--- src/rtl/duck_ctl.sv ---
// Per-duck flight controller: spawns a duck, moves it once per frame, and
// sequences it through flight, shot hang, fall and escape for the draw stage.
module duck_ctl #(
    parameter int unsigned SCREEN_W    = 1024,
    parameter int unsigned DUCK_W      = 64,
    parameter int unsigned Y_START     = 600,
    parameter int unsigned Y_GROUND    = 700,
    parameter int unsigned H_SPEED     = 4,
    parameter int unsigned FALL_SPEED  = 8,
    parameter int unsigned SHOT_FRAMES = 30
) (
    input  logic       clk,
    input  logic       rst,
    input  logic       new_frame,
    input  logic       start,
    input  logic       hit,
    input  logic       direction,
    input  logic [9:0] duck_start_pos,
    input  logic [3:0] duck_vertical_speed,
    output logic [9:0] duck_x,
    output logic [9:0] duck_y,
    output logic       duck_visible,
    output logic [2:0] duck_state,
    output logic       duck_hit,
    output logic       duck_escaped,
    output logic       busy
);

    localparam int unsigned POS_W  = 10;
    localparam int unsigned SPD_W  = 4;
    localparam int unsigned CALC_W = 12;
    localparam int unsigned SUM_W  = POS_W + 1;
    localparam int unsigned CNT_W  = $clog2(SHOT_FRAMES + 1);

    localparam logic [POS_W-1:0]         X_MAX     = POS_W'(SCREEN_W - DUCK_W);
    localparam logic signed [CALC_W-1:0] X_MAX_S   = CALC_W'(SCREEN_W - DUCK_W);
    localparam logic signed [CALC_W-1:0] ZERO_S    = '0;
    localparam logic signed [CALC_W-1:0] H_STEP_S  = CALC_W'(H_SPEED);
    localparam logic [SUM_W-1:0]         GROUND_W  = SUM_W'(Y_GROUND);
    localparam logic [CNT_W-1:0]         SHOT_LAST = CNT_W'(SHOT_FRAMES - 1);

    typedef enum logic [2:0] {
        IDLE   = 3'd0,
        FLY    = 3'd1,
        SHOT   = 3'd2,
        FALL   = 3'd3,
        ESCAPE = 3'd4
    } state_t;

    state_t                     state;
    logic                       heading;
    logic [SPD_W-1:0]           speed;
    logic [CNT_W-1:0]           frame_cnt;

    logic signed [CALC_W-1:0]   x_ext;
    logic signed [CALC_W-1:0]   x_step;
    logic [SUM_W-1:0]           y_fall;
    logic [POS_W-1:0]           spawn_x;
    logic [SPD_W-1:0]           spawn_speed;

    // Candidate next positions, evaluated wide/signed so wall hits are exact
    always_comb begin
        x_ext       = $signed(CALC_W'(duck_x));
        x_step      = heading ? (x_ext + H_STEP_S) : (x_ext - H_STEP_S);
        y_fall      = SUM_W'(duck_y) + SUM_W'(FALL_SPEED);
        spawn_x     = (duck_start_pos > X_MAX) ? X_MAX : duck_start_pos;
        spawn_speed = (duck_vertical_speed == '0) ? SPD_W'(1) : duck_vertical_speed;
    end

    assign duck_state = 3'(state);

    // Lifecycle FSM with registered outputs
    always_ff @(posedge clk) begin
        if (rst) begin
            state        <= IDLE;
            duck_x       <= '0;
            duck_y       <= '0;
            duck_visible <= 1'b0;
            duck_hit     <= 1'b0;
            duck_escaped <= 1'b0;
            busy         <= 1'b0;
            heading      <= 1'b0;
            speed        <= '0;
            frame_cnt    <= '0;
        end else begin
            duck_hit     <= 1'b0;
            duck_escaped <= 1'b0;
            case (state)
                IDLE: begin
                    duck_visible <= 1'b0;
                    if (start) begin
                        heading      <= direction;
                        speed        <= spawn_speed;
                        duck_x       <= spawn_x;
                        duck_y       <= POS_W'(Y_START);
                        duck_visible <= 1'b1;
                        busy         <= 1'b1;
                        state        <= FLY;
                    end
                end
                FLY: begin
                    if (hit) begin
                        // A hit in the same cycle as a frame freezes the duck
                        frame_cnt <= '0;
                        duck_hit  <= 1'b1;
                        state     <= SHOT;
                    end else if (new_frame) begin
                        if (x_step <= ZERO_S) begin
                            duck_x  <= '0;
                            heading <= 1'b1;
                        end else if (x_step >= X_MAX_S) begin
                            duck_x  <= X_MAX;
                            heading <= 1'b0;
                        end else begin
                            duck_x  <= POS_W'(x_step);
                        end
                        if (duck_y <= POS_W'(speed)) begin
                            duck_y       <= '0;
                            duck_visible <= 1'b0;
                            duck_escaped <= 1'b1;
                            state        <= ESCAPE;
                        end else begin
                            duck_y <= duck_y - POS_W'(speed);
                        end
                    end
                end
                SHOT: begin
                    if (new_frame) begin
                        frame_cnt <= frame_cnt + CNT_W'(1);
                        if (frame_cnt == SHOT_LAST) begin
                            state <= FALL;
                        end
                    end
                end
                FALL: begin
                    if (new_frame) begin
                        if (y_fall >= GROUND_W) begin
                            duck_y       <= POS_W'(Y_GROUND);
                            duck_visible <= 1'b0;
                            busy         <= 1'b0;
                            state        <= IDLE;
                        end else begin
                            duck_y <= POS_W'(y_fall);
                        end
                    end
                end
                ESCAPE: begin
                    duck_visible <= 1'b0;
                    busy         <= 1'b0;
                    state        <= IDLE;
                end
                default: begin
                    duck_visible <= 1'b0;
                    busy         <= 1'b0;
                    state        <= IDLE;
                end
            endcase
        end
    end

endmodule
--- config.mk ---
export PLATFORM = sky130hd
export DESIGN_NAME = duck_ctl
export DESIGN_NICKNAME = d
export VERILOG_FILES = /design/src/rtl/duck_ctl.sv
export SDC_FILE = /design/constraint.sdc
export NUM_CORES = 1
export LEC_CHECK = 0
export BUFFER_PORTS_ARGS = -buffer_cell sky130_fd_sc_hd__buf_2
export CELL_PAD_IN_SITES_DETAIL_PLACEMENT = 0
export CELL_PAD_IN_SITES_GLOBAL_PLACEMENT = 1
export CORE_ASPECT_RATIO = 0.75
export CORE_MARGIN = 5
export CORE_UTILIZATION = 37
export DETAILED_ROUTE_END_ITERATION = 10
export HOLD_SLACK_MARGIN = 0.15
export PLACE_DENSITY = 0.84
export REMOVE_ABC_BUFFERS = 1
export SLEW_MARGIN = 20
export SYNTH_ARGS = -nofsm -noshare
export SYNTH_HDL_FRONTEND = slang
export SYNTH_SLANG_ARGS = --single-unit
--- constraint.sdc ---
create_clock -name clk -period 2.6 [get_ports clk]
set_input_delay 0.65 -clock clk [delete_from_list [all_inputs] [get_ports clk]]
set_output_delay 0.65 -clock clk [all_outputs]
set_load 0.02 [all_outputs]
Word level (Yosys, flattened, before mapping)
Cells that the tools add are included.
- equality and inequality tests: 16
- reduce and logical (&&, ||, !) cells: 16
- $lt $le $gt $ge: 5
- muxes and demuxes: 45
- bitwise gates (word level): 4
- add/sub/neg operators: 5
- operators with widths (cell ; number):
    $mux 10 ; 12
    $pmux 10 s3 ; 1
    $mux 3 ; 8
    $pmux 10 s2 ; 1
    $ne 2x2->1 const B ; 9
    $mux 1 ; 14
    $ge 12x11->1 const B ; 1
    $le 12x1->1 const B ; 1
    $mux 12 ; 1
    $pmux 3 s4 ; 1
    $add 10x3->11 const B ; 1
    $add 10x4->11 const B ; 1
    $ge 11x10->1 const B ; 1
    $sub 10x3->11 const B ; 1
    $gt 10x10->1 const B ; 1
    $le 10x4->1 ; 1
    $mux 5 ; 2
    $pmux 5 s2 ; 1
    $reduce_and 5->1 ; 2
    $sub 10x4->10 ; 1
    $ne 3x3->1 const B ; 3
    $reduce_and 4->1 ; 2
    $reduce_and 7->1 ; 1
    $eq 3x2->1 const B ; 2
    other kinds (17) ; 22
- output and inout bits: 27
- logic and storage cells: 101
- register bits after elaboration: 37

Depth between registers and ports, before layout
Gate-level depths: netlist (run 1).
- word-level depth: 8
- gate-level depth with buffers: 11
- gate-level depth less buffers: 11

Worst setup path after synthesis (run 1)
No wires, ideal clock.
- path type: register to register
- start: reg duck_y[0]
- end: reg duck_y[7]
- cell stages (with the launch flop): 12
- required time: 2483 ps
- arrival time: 2395 ps
- setup time: 117 ps
- path slack: 88 ps
- cell sequence: dfxtp_1 inv_1 ha_1 inv_1 fa_1 a21o_1 a21o_1 a21oi_1 nor2_1 a221oi_1 o21ai_0 a22o_1
- word-level cells in the longest chain between the ends: 5
- elaborated cells on any way between the ends: 10
- classes of those cells: 2 x add/sub; 2 x order compare; 6 x mux
- ends and longest elaborated chain (what ; line ; text):
    from (decl) ; 21 ; output logic [9:0] duck_y,
    from (signal assigned) ; 95 ; duck_y <= POS_W'(Y_START);
    from (signal assigned) ; 123 ; duck_y <= duck_y - POS_W'(speed);
    from (signal assigned) ; 138 ; duck_y <= POS_W'(Y_GROUND);
    $add 10x4->11, or another cell as far along ; 65 ; y_fall = SUM_W'(duck_y) + SUM_W'(FALL_SPEED);
    $ge 11x10->1 / $mux 10 (equally long branches) ; 137, 117 ;
    $mux 10, on equally long branches ; 137, 107 ;
    $mux 10, on equally long branches ; 136, 102 ;
    $pmux 10 s3 * ; 88 ; case (state)
Every way passes the cells marked *; elsewhere a longest branch is shown, timed or not. The select of a mux whose other input is x is not followed.
A chain may end at the register's enable or synchronous reset.

Worst setup path in the final report (run 1)
Ends and elaborated chain as after synthesis.

==> results_dict.tcl, run 1 <==
set metrics [dict create \
    diodes 0 \
    post_route_cells_drive_above_1_share_pct 20.5 \
    slew-limit-headroom_pct 64.5 \
    hold-worst-slack_ps 460 \
    synth_compound_gate_area_share_pct 25.7 \
    rsz0062_at_grt "false" \
    critical_path_class "reg2reg" \
    powerDensity_nw_per_um2 604 \
    synth-simple-area-share_pct 28.1 \
    reg2reg_depth 11 \
    synth_top_cells_by_area "sky130_fd_sc_hd__dfxtp_1, sky130_fd_sc_hd__a21oi_1, sky130_fd_sc_hd__nor2_1, sky130_fd_sc_hd__ha_1, sky130_fd_sc_hd__nand2_1" \
    synth_top_family_by_area "simple AND/OR/NAND/NOR gates" \
    warning_count_from_the_yosys_run 0 \
    place_hpwl_mm 5.61 \
    start_util_pct 38.5 \
    drv.max_cap_violation_count 0 \
    cell_type_with_the_largest_total_area_after_synthesis "sky130_fd_sc_hd__dfxtp_1" \
    yosys_register_bits 37 \
    report.final.hold_viol_count 0 \
    setup_tns_ps 0 \
    cts_htree_levels 2 \
    syn_area_per_cell_sq_um 7.55 \
    total_leakage_power_nw 1.27 \
    design.portCount 47 \
    area.growth.synth_to_final_pct 19.7 \
    fraction_of_power_spent_switching_nets_pct 36.7 \
    wire_length_of_the_first_global_routing_pass_mm 12.4 \
    hold_path_depth 2 \
    post_syn_instances 350 \
    power.ir.vdd_worst_v 0.000343 \
    report.final.slew_viol_count 0 \
    cts_sinks 37 \
    synth.mux.area_fraction_pct 1.52 \
    root_buffer "sky130_fd_sc_hd__clkbuf_8" \
    num_vias 2691 \
    edff_count_synth 0 \
    synth_cell_types 56 \
    power.switching_w 0.000700 \
    fmax_ghz 0.417 \
    final_period_utilization_pct 92.3 \
    critical_path_required_ps 2780 \
    synth_sequential_area_ratio_pct 28.0 \
    power_frac_comb_pct 36.6 \
    cts_tree "yes" \
    grt_remaining_overflow 0 \
    synth_top_area_share_pct 28.0 \
    fp.dieH_microns 83.2 \
    grt_antenna_before_repair 0 \
    detail_route.wirelength_mm 7.31 \
    layout_min_cycle_time_ps 2400 \
    status "finished clean" \
    min-delay-path-class "reg2reg" \
    timing.final.setup_violations 0 \
    cts_setup_buffers 0 \
    drc 0 \
    num_rows 26 \
    cp_max_fo 7 \
    first_pass_iters 4 \
    synth_most_common_cell "sky130_fd_sc_hd__dfxtp_1" \
    synth_top_flop_cell "sky130_fd_sc_hd__dfxtp_1" \
    total_power_w 0.00191 \
    clock_path_buffers 2 \
    grt_max_degree 24 \
    synth_common_cells "sky130_fd_sc_hd__dfxtp_1, sky130_fd_sc_hd__nor2_1, sky130_fd_sc_hd__a21oi_1, sky130_fd_sc_hd__nand2_1, sky130_fd_sc_hd__clkbuf_1" \
    die_x_microns 108 \
    power.internal_w 0.00121 \
    finClkSkew_ps 7.63 \
    power.clock.fraction_pct 27.1 \
    share_of_the_synthesized_netlist_area_taken_by_xor_and_xnor_gates_pct 4.97 \
    vias_in_the_first_global_route 2565 \
    design.die.area_sq_um 8950 \
    gp_congestion 0.886 \
    cts.hold.buffers_added 0 \
    synthAdderAreaFrac_pct 5.50 \
    synth_area_sq_um 2640 \
    final_nets 425 \
    critPathArrivalTime_ps 2580 \
    tightest_slew_ps 529 \
    routedWlPerCell_microns 14.8 \
    cts_made_buffers 5 \
    groute.usage.overall_pct 16.6 \
    postSynth.asyncResetShare_pct 0 \
    drt-vias-per-instance 5.46 \
    grt-busiest-layer "met1" \
    drt.antenna.violating_nets 0 \
    cp-start-kind "flip-flop" \
    port_buffers 46 \
    grt_util_met3_pct 3.26 \
    clk-insertion-delay-late_ps 290 \
    clk_pin_slew_worst_paths_ps 80 \
    share_seq_of_total_power_pct 36.3 \
    global_route.usage.met1_pct 25.3 \
    core_region_area_sq_um 6860 \
    initialDrtViolationCount 167 \
    finish.utilization_pct 46.1 \
    met2_usage_pct 23.3 \
    timing.critical_path.to_type "flip-flop" \
]
-- layer usage --
metal  routed length (microns)  vias to the layer above
li1                          -                     1383
met1                      3670                     1215
met2                      3030                       89
met3                       559                        4
met4                        50                        0
met5                         0                        -
-- path summary, 6_finish.rpt --
path	from	slack, ps	endpoint
worst max register to register	duck_y[0]$_SDFFE_PP0P_	200	duck_y[7]$_SDFFE_PP0P_
worst min register to register	speed[2]$_SDFFE_PP0P_	460	speed[2]$_SDFFE_PP0P_
worst max-delay path	duck_y[0]$_SDFFE_PP0P_	200	duck_y[7]$_SDFFE_PP0P_
worst min-delay path	speed[2]$_SDFFE_PP0P_	460	speed[2]$_SDFFE_PP0P_
-- flip-flops by register name, indices dropped and copies added, names as in the netlist --
name / flops
busy: 1
duck_escaped: 1
duck_hit: 1
duck_state: 3
duck_visible: 1
duck_x: 10
duck_y: 10
frame_cnt: 5
heading: 1
speed: 4
-- cell type report --
type / instances / area, sq um
Clock inverter: 1 / 30.0
Clock buffer: 7 / 86.3
Multi-Input combinational cell: 272 / 1770
Timing Repair Buffer: 63 / 358
Sequential cell: 37 / 743
Fill cell: 706 / 3700
Tap cell: 98 / 123
Inverter: 15 / 56.3
-- cell usage in the layout (no fill, tap or decap), types with 4 or more instances in the layout --
cell type                  Yosys  routed
sky130_fd_sc_hd__buf_4         0      17
sky130_fd_sc_hd__a21oi_1      30      29
sky130_fd_sc_hd__nor4_1        5       5
sky130_fd_sc_hd__o21ai_0      16      16
sky130_fd_sc_hd__and3_1        5       5
sky130_fd_sc_hd__nand3_1      12      12
sky130_fd_sc_hd__ha_1         10      10
sky130_fd_sc_hd__mux2i_1       4       4
sky130_fd_sc_hd__nand4_1      10      10
sky130_fd_sc_hd__a31oi_1       5       5
sky130_fd_sc_hd__nor2_1       36      35
sky130_fd_sc_hd__a221oi_1      6       6
sky130_fd_sc_hd__buf_2         2      46
sky130_fd_sc_hd__or3_1         7       7
sky130_fd_sc_hd__nor3_1       12      12
sky130_fd_sc_hd__dfxtp_1      37      35
sky130_fd_sc_hd__nand3b_1      4       4
sky130_fd_sc_hd__inv_1        15      15
sky130_fd_sc_hd__clkbuf_8      0       6
sky130_fd_sc_hd__nand2_1      27      27
sky130_fd_sc_hd__a211oi_1      8       8
sky130_fd_sc_hd__nor2b_1       7       7
sky130_fd_sc_hd__xor2_1        9       9
sky130_fd_sc_hd__nand2b_1      7       7
sky130_fd_sc_hd__xnor2_1       6       6
-- metrics by stage --
step	cells	instance area, sq um	worst slack [ps]
floorplan	324	2530	84.4
global placement	485	3010	127
detailed placement	485	3010	69.4
CTS	493	3130	57.3
global route	493	3160	18.6
finish	493	3160	201
-- power by group through the flow --
stage	clock network [W]	registers, W	logic, W
after floorplan	0	0.000742	0.000406
after global placement	0	0.000703	0.000669
after detailed placement	0	0.000703	0.000672
after CTS	0.000528	0.000690	0.000675
after global routing	0.000554	0.000704	0.000777
final	0.000518	0.000693	0.000700
-- critical path, cell delays in order (launching register included) --
cell and delay [ps]:
sky130_fd_sc_hd__dfxtp_1 340, sky130_fd_sc_hd__inv_1 60, sky130_fd_sc_hd__ha_1 160, sky130_fd_sc_hd__inv_1 50, sky130_fd_sc_hd__fa_1 390, sky130_fd_sc_hd__a21o_1 190, sky130_fd_sc_hd__a21o_1 210, sky130_fd_sc_hd__a21oi_2 160
sky130_fd_sc_hd__nor2_2 100, sky130_fd_sc_hd__a221oi_1 240, sky130_fd_sc_hd__o21ai_0 130, sky130_fd_sc_hd__a22o_1 250
-- kinds of logic (layout without fill, tap and decap cells) --
| group | count (synthesis) | after routing |
|---|---|---|
| compound gates | 98 | 98 |
| flops | 37 | 37 |
| xor+xnor | 15 | 15 |
| mux | 4 | 4 |
| buf+inv | 41 | 86 |
| simple gates | 144 | 144 |
| fa+ha+maj | 11 | 11 |
-- repair_timing --
action	CTS	global route
endpoints found under the setup margin	0	8
resized for setup	0	7
endpoints found under the hold margin	0	0
(Power assumes the default switching activity.)
==> inputs of run 2 (changes only) <==
==> constraint.sdc (replaced) <==
create_clock -name clk -period 2.6 [get_ports clk]
set_input_delay 0.13 -clock clk [delete_from_list [all_inputs] [get_ports clk]]
set_output_delay 0.13 -clock clk [all_outputs]
set_load 0.02 [all_outputs]
==> results_dict.tcl, run 2 (synthesis results as in run 1) <==
set metrics [dict create \
    status "finished clean" \
    cts_htree_levels 2 \
    final_period_utilization_pct 91.7 \
    final_nets 431 \
    clock_path_buffers 2 \
    hold-worst-slack_ps 171 \
    powerDensity_nw_per_um2 567 \
    finClkSkew_ps 10.4 \
    finish.utilization_pct 46.8 \
    post-place-cells 483 \
    crit_start "duck_y[0]$_SDFFE_PP0P_" \
    grt_max_degree 38 \
    critPathArrivalTime_ps 2530 \
    area.growth.synth_to_final_pct 21.5 \
    wire_length_of_the_first_global_routing_pass_mm 13.2 \
    timing.final.setup_violations 0 \
    routedWlPerCell_microns 15.1 \
    die_x_microns 108 \
    clk_pin_slew_worst_paths_ps 80 \
    min-delay-path-class "in2reg" \
    core_region_area_sq_um 6860 \
    design.portCount 47 \
    root_buffer "sky130_fd_sc_hd__clkbuf_8" \
    gp_congestion 0.918 \
    total_leakage_power_nw 1.29 \
    port_buffers 46 \
    num_vias 2752 \
    initialDrtViolationCount 152 \
    report.final.slew_viol_count 0 \
    post_route_cells_drive_above_1_share_pct 20.0 \
    setup_tns_ps 0 \
    cts_made_buffers 5 \
    start_util_pct 38.5 \
    critical_path_class "reg2reg" \
    rsz0062_at_grt "false" \
    reg_top3 "duck_x: 10 flops, duck_y: 10 flops, frame_cnt: 5 flops" \
    cts_sinks 37 \
    groute.usage.overall_pct 17.5 \
    drv.max_cap_violation_count 0 \
    cts_tree "yes" \
    tightest_slew_ps 713 \
    post_layout_nonfiller_instances 498 \
    layout_common_cells "sky130_fd_sc_hd__buf_2, sky130_fd_sc_hd__nor2_1, sky130_fd_sc_hd__dfxtp_1" \
    cp_max_fo 7 \
    final_common_cell "sky130_fd_sc_hd__buf_2" \
    fp.dieH_microns 83.2 \
    report.final.hold_viol_count 0 \
    grt_remaining_overflow 0 \
    detail_route.wirelength_mm 7.52 \
    critical_path_required_ps 2750 \
    design.die.area_sq_um 8950 \
    drc 0 \
    timing.critical_path.to_type "flip-flop" \
    layout_min_cycle_time_ps 2390 \
    first_pass_iters 5 \
    power.ir.vdd_worst_v 0.000211 \
    clk-insertion-delay-late_ps 290 \
    drt-vias-per-instance 5.53 \
    slew-limit-headroom_pct 52.5 \
    place_hpwl_mm 5.49 \
    min-delay-start "hit" \
    vias_in_the_first_global_route 2696 \
    cp-start-kind "flip-flop" \
    drt.antenna.violating_nets 0 \
    fmax_ghz 0.419 \
    worst_r2r_startpoint "duck_y[0]$_SDFFE_PP0P_" \
    grt_antenna_before_repair 0 \
    diodes 0 \
    num_rows 26 \
]
[run 2: cell count changes in the layout (fill, tap and decap cells not counted), sizes merged]
cell,change
dlygate4sd3,+8
buf,-2
bufinv,-1
[run 2: metal layers]
| metal | wire (microns) | up-vias | GRT usage, % |
|---|---|---|---|
| met2 | 3200 | 94 | 25.7 |
| met1 | 3880 | 1271 | 26.4 |
| met3 | 385 | 5 | 3.18 |
| met4 | 52 | 0 | 4.01 |
| li1 | - | 1382 | - |
| met5 | 0 | - | 0 |
[run 2: repair_timing]
action / in CTS / in global routing
buffers inserted: 0 / 0
hold buffers: 8 / 0
setup endpoints to repair: 0 / 10
gates resized for setup: 0 / 10
endpoints found under the hold margin: 8 / 0
[run 2: through the flow]
| stage | cell area (sq um) | setup slack, ps | power (W) |
|---|---|---|---|
| 2_1_floorplan | 2530 | 84.4 | 0.00115 |
| 3_3_place_gp | 3000 | 146 | 0.00137 |
| 3_5_place_dp | 3000 | 80.3 | 0.00137 |
| 4_1_cts | 3170 | 56.9 | 0.00181 |
| 5_1_grt | 3210 | 21.5 | 0.00195 |
| 6_report | 3210 | 215 | 0.00182 |
[run 2: final timing paths]
kind | cells after the start | slack [ps] | endpoint
worst max-delay path | 11 | 210 | duck_y[4]$_SDFFE_PP0P_
worst min-delay path | 2 | 170 | duck_hit$_SDFF_PP0_
worst max register to register | 11 | 210 | duck_y[4]$_SDFFE_PP0P_
worst min register to register | 2 | 460 | speed[1]$_SDFFE_PP0P_
[run 2: worst max-delay path, cell delays in order, from the launching register on]
cell and delay [ps]:
sky130_fd_sc_hd__dfxtp_1 350, sky130_fd_sc_hd__inv_1 70, sky130_fd_sc_hd__ha_1 160, sky130_fd_sc_hd__inv_1 60, sky130_fd_sc_hd__fa_1 400, sky130_fd_sc_hd__a21o_1 190, sky130_fd_sc_hd__a21o_1 210, sky130_fd_sc_hd__a21oi_2 160
sky130_fd_sc_hd__nor2_2 110, sky130_fd_sc_hd__buf_4 160, sky130_fd_sc_hd__a221oi_1 280, sky130_fd_sc_hd__a211oi_1 120
[run 2: cell type report]
class	count	area [sq um]
well taps	98	123
clock buffers	7	86.3
fillers	709	3650
flip-flops and latches	37	743
multi-input cells	272	1780
inverters	15	56.3
repair buffers	69	423
[run 2: power breakdown]
| group | switching, W | total [W] | leakage (nW) | internal [W] |
|---|---|---|---|---|
| sequential | 0.0000747 | 0.000688 | 0.304 | 0.000614 |
| combinational | 0.000427 | 0.000718 | 0.937 | 0.000291 |
| clock | 0.000204 | 0.000415 | 0.0443 | 0.000211 |
| total | 0.000705 | 0.00182 | 1.29 | 0.00112 |
==> inputs of run 3 (changes only) <==
--- a/config.mk
+++ b/config.mk
@@ -5,15 +5,16 @@
 export SDC_FILE = /design/constraint.sdc
 export NUM_CORES = 1
 export LEC_CHECK = 0
+export ABC_AREA = 1
 export BUFFER_PORTS_ARGS = -buffer_cell sky130_fd_sc_hd__buf_2
 export CELL_PAD_IN_SITES_DETAIL_PLACEMENT = 0
 export CELL_PAD_IN_SITES_GLOBAL_PLACEMENT = 1
 export CORE_ASPECT_RATIO = 0.75
 export CORE_MARGIN = 5
-export CORE_UTILIZATION = 37
+export CORE_UTILIZATION = 35
 export DETAILED_ROUTE_END_ITERATION = 10
 export HOLD_SLACK_MARGIN = 0.15
-export PLACE_DENSITY = 0.84
+export PLACE_DENSITY = 0.83
 export REMOVE_ABC_BUFFERS = 1
 export SLEW_MARGIN = 20
 export SYNTH_ARGS = -nofsm -noshare
==> results_dict.tcl, run 3 <==
set metrics [dict create \
    status "finished clean" \
    clk_pin_slew_worst_paths_ps 80 \
    crit_path_cell_trace "inv_1 > ha_1 > inv_1 > fa_1 > nand3_1 > nand2_1 > a21oi_1 > nor2_2 > o21ai_1 > nand2_1 > a21oi_1 > nand2_1 > nand2_1 > o21ai_0 > nand2_1 > inv_1" \
    wire_length_of_the_first_global_routing_pass_mm 12.5 \
    clock_path_buffers 2 \
    diodes 0 \
    share_seq_of_total_power_pct 25.1 \
    initialDrtViolationCount 192 \
    worst_path_most_repeated_cell "sky130_fd_sc_hd__nand2_1" \
    drt-vias-per-instance 4.96 \
    first_pass_iters 5 \
    cts_sinks 37 \
    tightest_slew_ps 611 \
    area.growth.synth_to_final_pct 17.3 \
    post_syn_instances 428 \
    fraction_of_power_spent_switching_nets_pct 51.2 \
    drv.max_cap_violation_count 0 \
    layout_common_cells "sky130_fd_sc_hd__nand2_1, sky130_fd_sc_hd__inv_1, sky130_fd_sc_hd__nor2_1" \
    report.final.hold_viol_count 0 \
    grt_remaining_overflow 0 \
    cts_made_buffers 5 \
    drt.antenna.violating_nets 0 \
    clk-insertion-delay-late_ps 290 \
    post_layout_nonfiller_instances 581 \
    place_area_sq_um 3020 \
    postLayoutCellArea_sq_um 3190 \
    synth_sequential_area_ratio_pct 27.2 \
    final_period_utilization_pct 88.6 \
    min-delay-path-class "in2reg" \
    grt_antenna_before_repair 0 \
    start_util_pct 36.4 \
    die_x_microns 112 \
    report.final.slew_viol_count 0 \
    hold-worst-slack_ps 162 \
    grt_max_degree 22 \
    critical-path-slowest-cell "sky130_fd_sc_hd__fa_1" \
    core_region_area_sq_um 7470 \
    slew-limit-headroom_pct 59.2 \
    power.ir.vdd_worst_v 0.000520 \
    synth_top_area_share_pct 27.2 \
    finish.utilization_pct 42.7 \
    num_rows 27 \
    warning_count_from_the_yosys_run 0 \
    edff_count_synth 0 \
    reg_top3 "duck_x: 10 flops, duck_y: 10 flops, frame_cnt: 5 flops" \
    cp-start-kind "flip-flop" \
    power_frac_comb_pct 60.4 \
    synth_cell_types 39 \
    design.die.area_sq_um 9650 \
    vias_in_the_first_global_route 2572 \
    cp_max_fo 6 \
    critPathMaxStageDelay_ps 410 \
    detail_route.wirelength_mm 7.40 \
    final_common_cell "sky130_fd_sc_hd__nand2_1" \
    total_leakage_power_nw 1.51 \
    yosys_register_bits 37 \
    power.internal_w 0.00178 \
    powerDensity_nw_per_um2 1140 \
    layout_min_cycle_time_ps 2300 \
    cts_tree "yes" \
    routedWlPerCell_microns 12.7 \
    post_route_cells_drive_above_1_share_pct 19.6 \
    synth_top_flop_cell "sky130_fd_sc_hd__dfxtp_1" \
    final.fill_count 784 \
    root_buffer "sky130_fd_sc_hd__clkbuf_8" \
    timing.final.setup_violations 0 \
    critPathArrivalTime_ps 2500 \
    power.clock.fraction_pct 14.6 \
    gp_congestion 0.926 \
    critical-path-top-delay-family "simple AND/OR/NAND/NOR gates" \
    fmax_ghz 0.434 \
    post-place-cells 568 \
    cp.buffers_inverters 3 \
    critical_path_required_ps 2800 \
    port_buffers 46 \
    synth_common_cells "sky130_fd_sc_hd__nand2_1, sky130_fd_sc_hd__inv_1, sky130_fd_sc_hd__nor2_1, sky130_fd_sc_hd__a21oi_1, sky130_fd_sc_hd__dfxtp_1" \
    cts_htree_levels 2 \
    drc 0 \
    rsz0062_at_grt "false" \
    setup_tns_ps 0 \
    critical_path_class "reg2reg" \
    groute.usage.overall_pct 15.6 \
    place_hpwl_mm 5.93 \
    synth_top_cells_by_area "sky130_fd_sc_hd__dfxtp_1, sky130_fd_sc_hd__nand2_1, sky130_fd_sc_hd__inv_1, sky130_fd_sc_hd__a21oi_1, sky130_fd_sc_hd__nor2_1" \
    timing.critical_path.to_type "flip-flop" \
    final_nets 510 \
    synth_area_sq_um 2720 \
    num_vias 2879 \
    fp.dieH_microns 86.3 \
    power.switching_w 0.00187 \
    finClkSkew_ps 10.6 \
    postSynth.asyncResetShare_pct 0 \
    syn_area_per_cell_sq_um 6.36 \
    design.portCount 47 \
    cell_type_with_the_largest_total_area_after_synthesis "sky130_fd_sc_hd__dfxtp_1" \
    synth_most_common_cell "sky130_fd_sc_hd__nand2_1" \
]
## run 3: cell types whose count changed after synthesis, moves of 8 or more
cell / delta
sky130_fd_sc_hd__nor2_2: +9
sky130_fd_sc_hd__a21oi_1: +9
sky130_fd_sc_hd__nand3_1: +16
sky130_fd_sc_hd__a211oi_1: -8
sky130_fd_sc_hd__inv_1: +38
sky130_fd_sc_hd__nor3_1: -9
sky130_fd_sc_hd__o21ai_0: +17
sky130_fd_sc_hd__inv_2: +10
sky130_fd_sc_hd__nor2_1: +13
sky130_fd_sc_hd__nand2_1: +64
sky130_fd_sc_hd__clkbuf_1: -22
## run 3: layout make-up
cell class | instances | area [sq um] | share of cell area (%)
Clock buffer | 6 | 82.6 | 2.59
Tap cell | 101 | 126 | 3.96
Timing Repair Buffer | 52 | 285 | 8.94
Inverter | 64 | 243 | 7.61
Multi-Input combinational cell | 319 | 1680 | 52.5
Sequential cell | 37 | 741 | 23.2
Clock inverter | 2 | 37.5 | 1.18
## run 3: stage by stage
step,setup WS (ps),power (W)
finish,297,0.00364
global route,45.2,0.00402
CTS,275,0.00363
detailed placement,292,0.00308
global placement,390,0.00309
floorplan,463,0.00253
## run 3: power groups by stage
stage | sequential (W) | combinational (W) | clock (W)
detailed placement | 0.000925 | 0.00216 | 0
floorplan | 0.00102 | 0.00150 | 0
global placement | 0.000925 | 0.00217 | 0
global route | 0.000949 | 0.00251 | 0.000565
CTS | 0.000914 | 0.00217 | 0.000542
finish | 0.000914 | 0.00220 | 0.000531
## run 3: cells by family (layout without fill, tap and decap cells)
logic type / after synthesis / after routing / share of synthesized area [%]
and+or+nand+nor: 204 / 204 / 33.9
AOI/OAI and AO/OA: 93 / 93 / 18.8
adders and majority gates: 11 / 11 / 5.34
xor gates and xnor gates: 11 / 11 / 3.54
buffers and inverters: 72 / 124 / 11.2
DFF: 37 / 37 / 27.2
## run 3: tightest hold or removal path: cells and delay by family
kind	cells	cell delay, ps
compound gates	2	190
buf+inv	1	90
## run 3: path summary, 6_finish.rpt
path,startpoint,end,slack [ps],cells past startpoint
worst max-delay path,duck_y[0]$_SDFFE_PP0P_,duck_state[1]$_SDFFE_PP0P_,300,16
worst min-delay path,duck_vertical_speed[2],speed[2]$_SDFFE_PP0P_,160,3
worst max register to register,duck_y[0]$_SDFFE_PP0P_,duck_state[1]$_SDFFE_PP0P_,300,16
worst min register to register,speed[0]$_SDFFE_PP0P_,speed[0]$_SDFFE_PP0P_,490,2
## run 3: per-layer routing
layer / vias to the layer above / global-route usage, % / part of all wire (%)
met4: 0 / 3.87 / 1.4
met3: 10 / 3.84 / 7.8
met2: 109 / 21.8 / 38
li1: 1503 / - / -
met5: - / 0 / 0
met1: 1257 / 23.8 / 53
## run 3: timing repair
| item | in CTS | in global routing |
|---|---|---|
| hold endpoints to repair | 5 | 0 |
| setup buffers | 0 | 1 |
| endpoints found under the setup margin | 0 | 1 |
| hold buffers | 4 | 0 |
| gates resized for setup | 0 | 0 |
